File: src/rtl/mini_alu_pkg.sv
// Purpose: shared defaults and state encoding for the mini-ALU streaming stages.
// Latency: n/a (declarations only).
// Backpressure: n/a.
// Contents: default sample/operand width, default burst-length/index width,
//           and the scan FSM state type (IDLE / ACCUM / DONE).
package mini_alu_pkg;

  localparam int DEF_WIDTH = 8;
  localparam int DEF_LEN_W = 4;

  typedef enum logic [1:0] {
    IDLE  = 2'b00,
    ACCUM = 2'b01,
    DONE  = 2'b10
  } scan_state_t;

endpackage

File: src/rtl/min8_scan_ctrl.sv
// Purpose: control FSM for min8_scan; owns state, burst length and sample count.
// Latency: moves to DONE on the same edge the last sample is accepted.
// Backpressure: in_ready only in ACCUM; DONE holds until out_ready.
// Ports:
//   clk, rst_n        clock, synchronous active-low reset
//   start, len        burst request (honoured only in IDLE with len != 0)
//   in_valid          upstream sample valid
//   out_ready         downstream result accept
//   in_ready          block can take a sample (ACCUM)
//   out_valid         result presented (DONE)
//   busy              ACCUM or DONE
//   accept            sample handshake completes this cycle
//   first             next accepted sample is the first of the burst
//   count             0-based index of the next sample to be accepted
module min8_scan_ctrl
  import mini_alu_pkg::*;
#(
  parameter int LEN_W = DEF_LEN_W
) (
  input  logic             clk,
  input  logic             rst_n,
  input  logic             start,
  input  logic [LEN_W-1:0] len,
  input  logic             in_valid,
  input  logic             out_ready,
  output logic             in_ready,
  output logic             out_valid,
  output logic             busy,
  output logic             accept,
  output logic             first,
  output logic [LEN_W-1:0] count
);

  scan_state_t      state;
  scan_state_t      state_nxt;
  logic [LEN_W-1:0] len_reg;
  logic             load;
  logic             last;

  // len_reg is never 0 while in ACCUM, so len_reg-1 cannot underflow there.
  assign last = (count == (len_reg - LEN_W'(1)));

  always_comb begin
    state_nxt = state;
    in_ready  = 1'b0;
    out_valid = 1'b0;
    load      = 1'b0;
    unique case (state)
      IDLE: begin
        if (start && (len != '0)) begin
          load      = 1'b1;
          state_nxt = ACCUM;
        end
      end
      ACCUM: begin
        in_ready = 1'b1;
        if (in_valid && last) begin
          state_nxt = DONE;
        end
      end
      DONE: begin
        out_valid = 1'b1;
        if (out_ready) begin
          state_nxt = IDLE;
        end
      end
      default: begin
        state_nxt = IDLE;
      end
    endcase
  end

  assign accept = in_valid && in_ready;
  assign busy   = (state != IDLE);

  always_ff @(posedge clk) begin
    if (!rst_n) begin
      state   <= IDLE;
      len_reg <= '0;
      count   <= '0;
      first   <= 1'b0;
    end else begin
      state <= state_nxt;
      if (load) begin
        len_reg <= len;
        count   <= '0;
        first   <= 1'b1;
      end else if (accept) begin
        // Max burst is 2^LEN_W-1, so the post-increment count always fits.
        count <= count + LEN_W'(1);
        first <= 1'b0;
      end
    end
  end

endmodule

File: src/rtl/min8_scan.sv
// Purpose: streaming minimum finder over a 1..2^LEN_W-1 sample burst, using an
//          external less-than comparator; reports min value and first index.
// Latency: out_valid rises one cycle after the last sample is accepted.
// Backpressure: one sample/cycle in ACCUM; result held in DONE until out_ready.
// Ports:
//   clk, rst_n              clock, synchronous active-low reset
//   start, len              burst request and length (len 0 is ignored)
//   in_valid/in_ready/in_data   sample handshake
//   cmp_a, cmp_b, cmp_lt    comparator operands (sample, running min) and result
//   out_valid/out_ready     result handshake
//   out_min, out_idx        burst minimum and index of its first occurrence
//   busy                    burst in progress or result pending
module min8_scan
  import mini_alu_pkg::*;
#(
  parameter int WIDTH = DEF_WIDTH,
  parameter int LEN_W = DEF_LEN_W
) (
  input  logic             clk,
  input  logic             rst_n,
  input  logic             start,
  input  logic [LEN_W-1:0] len,
  input  logic             in_valid,
  input  logic [WIDTH-1:0] in_data,
  output logic             in_ready,
  output logic [WIDTH-1:0] cmp_a,
  output logic [WIDTH-1:0] cmp_b,
  input  logic             cmp_lt,
  output logic             out_valid,
  input  logic             out_ready,
  output logic [WIDTH-1:0] out_min,
  output logic [LEN_W-1:0] out_idx,
  output logic             busy
);

  logic             accept;
  logic             first;
  logic [LEN_W-1:0] count;
  logic [WIDTH-1:0] min_reg;
  logic [LEN_W-1:0] idx_reg;
  logic             take;

  min8_scan_ctrl #(
    .LEN_W(LEN_W)
  ) u_ctrl (
    .clk      (clk),
    .rst_n    (rst_n),
    .start    (start),
    .len      (len),
    .in_valid (in_valid),
    .out_ready(out_ready),
    .in_ready (in_ready),
    .out_valid(out_valid),
    .busy     (busy),
    .accept   (accept),
    .first    (first),
    .count    (count)
  );

  // The comparator sits outside this block; it sees the live sample against
  // the running minimum and answers in the same cycle.
  assign cmp_a = in_data;
  assign cmp_b = min_reg;

  // First sample always seeds the minimum (min_reg is stale from the last
  // burst). Strict less-than means ties keep the earlier index.
  assign take = accept && (first || cmp_lt);

  always_ff @(posedge clk) begin
    if (!rst_n) begin
      min_reg <= '0;
      idx_reg <= '0;
    end else if (take) begin
      min_reg <= in_data;
      idx_reg <= count;
    end
  end

  // Result registers are only written on accepts, so they stay stable in DONE
  // and keep the last result after returning to IDLE.
  assign out_min = min_reg;
  assign out_idx = idx_reg;

endmodule
File: config.mk
export PLATFORM = sky130hd
export DESIGN_NAME = min8_scan
export DESIGN_NICKNAME = d
export VERILOG_FILES = /design/src/rtl/mini_alu_pkg.sv /design/src/rtl/min8_scan_ctrl.sv /design/src/rtl/min8_scan.sv
export SDC_FILE = /design/constraint.sdc
export NUM_CORES = 1
export LEC_CHECK = 0
export ABC_AREA = 1
export CAP_MARGIN = 0
export CORE_MARGIN = 2
export CORE_UTILIZATION = 25
export CTS_BUF_LIST = sky130_fd_sc_hd__clkbuf_4 sky130_fd_sc_hd__clkbuf_8
export DETAILED_ROUTE_END_ITERATION = 12
export DONT_BUFFER_PORTS = 1
export GPL_ROUTABILITY_DRIVEN = 0
export MAX_ROUTING_LAYER = met4
export PLACE_DENSITY = 0.36
export SYNTH_ARGS = -nofsm -noshare
export SYNTH_HDL_FRONTEND = slang
export SYNTH_HIERARCHICAL = 1
export SYNTH_SLANG_ARGS = --single-unit
File: constraint.sdc
create_clock -name clk -period 3.2 [get_ports clk]
set_input_delay 0.64 -clock clk [delete_from_list [all_inputs] [get_ports clk]]
set_output_delay 0.64 -clock clk [all_outputs]
set_load 0.01 [all_outputs]
==> summary.md <==
| Metric | Value |
|---|---|
| Hold_buf cts | `0` |
| Synth Area in Adders | `1.96%` |
| Crit share post-route | `56.6%` |
| Total Neg Setup Slack | `0 ps` |
| Gate Count Post-Synth | `192` |
| Pre-CTS WS | `roughly 1400 ps` |
| TritonCTS Sinks | `23` |
| Number of antenna repair diodes | `0` |
| Crit-path max FO | `15` |
| Critical Path End Type | `flop` |
| TritonRoute pass-1 iters | `4` |
| Die H | `75.6 um` |
| Postcts setup bufs | `0` |
| Fmax | `0.552 GHz` |
| Pins Over Slew Limit | `0` |
| Yosys top cell by area | `dfxtp_1` |
| Total Power | `0.614 mW` |
| CTS Buf Count | `3` |
| Startpoint types | `flop` |
| PortBufs | `0` |
| Async S/R FF share, synth | `0%` |
| Rel. slew slack | `between 60% and 70%` |
| DR vias | `1,034` |
| Worst-Skew Late Latency | `260 ps` |
| Fin area | `around 1300 sq um` |
| Initial DRC count | `49` |
| Number of global-route vias before repair | `approximately 980` |
| PnR worst setup slack | `roughly 1400 ps` |
| Clk pin slew, worst setup/hold paths | `roughly 90 ps` |
| CTS tree | `yes` |
| Mux contribution to synthesized area | `0%` |
| Synth Register Bits | `23` |
| Die W | `75.6 um` |
| Fin. Hold Viols | `0` |
| Top-count cell post-synth | `nand2_1` |
| First-pass GRT wire length | `4200 um` |
| Critical path class | `reg -> reg` |
| Syn-to-layout area delta | `-0.880%` |
| Synth area leaders | `dfxtp_1 (36%), nand2_1 (12%), buf_4 (9.4%)` |
| Detail Route Antenna Nets | `0` |
| Layout Nets | `197` |
| FP Rows | `26` |
| LEAKAGE | `0.566 nW` |
| Routed len/inst | `10.7 um` |
| CP Data Arrival Time | `2020 ps` |
| Top_reg_cell synth | `dfxtp_1` |
| Via-to-Cell Ratio | `4.20` |
| Core area | `5010 sq um` |
| Clk_skew | `1.35 ps` |
| Post-DP HPWL | `2000 um` |
| Largest net degree at the start of global routing | `21` |
| Slew @ Worst Pin | `around 480 ps` |
| GRT Util Overall | `9.92%` |
| Post-Synth Simple-Gate Area | `a little over a third` |
| Syn Nets | `approximately 210` |
| Number of flip-flops in the largest register | `8` |
| Htree depth | `1` |
| Placed cell area | `1220 sq um` |
| Synth warn | `6` |
| IO Count | `49` |
| Commonest cells in the netlist | `nand2_1 (41), nor2_1 (32), inv_1 (29)` |
| Post-synthesis cell area | `1280 sq um` |
| Fillers | `~600` |
| Share of post-route cells with drive strength above 1 | `7.95%` |
| Main combinational cell family by area after synthesis | `simple AND/OR/NAND/NOR gates` |
| Worst VDD drop | `192 uV` |
| CTS max path bufs | `2` |
| Residual DRC | `0` |
| Max-cap violations | `0` |
| GRT overflow | `0` |
| Minimum clock period | `1810 ps` |
| Status | `complete, no violations` |
| Die area | `5710 sq um` |
| RSZ-0062 raised after global routing | `no` |
| Final WL | `around 2600 um` |
| Worst EP required | `3410 ps` |
| Avg Cell Area, Syn | `6.67 sq um` |
| Root buffer cell | `clkbuf_8` |
| Power Density | `484 nW/um^2` |
| Post-synth top area share | `a little over a third` |
| Post-synth cell types | `21` |
| Count of final setup violators | `0` |
| Initial antenna violation count | `0` |
| Synth Area in Compound Gates | `5.57%` |
| Xor/xnor share of the synthesized area | `0%` |
| Post-synth EDFFs | `0` |
| Hold WC Path Type | `reg -> reg` |
| Initial Util | `25.5%` |
| Register area share after synthesis | `between 30% and 40%` |
| Post-CTS sizing | `0` |
[where the power goes]
part / switching, mW / internal (mW) / leakage, nW
combinational: 0.0663 / 0.0359 / 0.353
sequential: 0.0215 / 0.305 / 0.188
clock: 0.0985 / 0.0870 / 0.0255
[cell families after synthesis]
kind of cell    after synthesis
flops                        23
simple gates                102
buf+inv                      51
compound gates               14
fa+ha+maj                     2
[worst max-delay path, stage by stage, from the launching register on]
cell	delay (ps)
dfxtp_1	370
inv_2	60
nor2_4	180
nand2_4	100
inv_1	360
inv_2	60
nor2_2	410
nor2_1	80
nor2_1	120
[final timing paths]
kind | start | end | slack, ps | depth (start not counted)
max reg2reg | u_ctrl/state[0]$_SDFFE_PN0P_ | cmp_b[4]$_SDFFE_PN0P_ | 1390 | 8
min reg2reg | u_ctrl/first$_SDFFE_PN0P_ | u_ctrl/first$_SDFFE_PN0P_ | 490 | 2
min | u_ctrl/first$_SDFFE_PN0P_ | u_ctrl/first$_SDFFE_PN0P_ | 490 | 2
max | u_ctrl/state[0]$_SDFFE_PN0P_ | cmp_b[4]$_SDFFE_PN0P_ | 1390 | 8
[cell usage in the layout, fill, tap and decap left out]
cell	n
nor2_4	2
nand4_1	1
nor2_2	2
nor3_1	1
a21oi_1	7
nand3_1	19
o21ai_0	4
a31oi_1	1
nor2_1	32
inv_2	2
dfxtp_1	23
nand2_1	41
clkbuf_8	3
nand2_4	3
clkinv_2	1
ha_1	2
nor3b_2	1
inv_1	29
o21ai_1	2
[metrics by stage]
step,utilization [%],hold WS (ps),std cells
floorplan,-,453,192
CTS,25.3,477,246
global route,25.3,475,246
global placement,24.4,489,242
detailed placement,24.4,478,242
finish,25.3,487,246
[routing by layer]
layer  global-route usage (%)  wire, um  vias to the layer above
met2                     17.2      1280                       25
met4                     2.34        18                        0
met1                     10.9      1150                      469
li1                         -         -                      538
met5                        -         0                        -
met3                     3.44       177                        2
[cell type report]
type	instances	area [sq um]	area share, %
Multi-Input combinational cell	118	558	44.0
Sequential cell	23	460	36.3
Inverter	31	116	9.17
Tap cell	70	87.6	6.90
Clock buffer	3	41.3	3.25
Clock inverter	1	5.00	0.394
(Power assumes the default switching activity.)
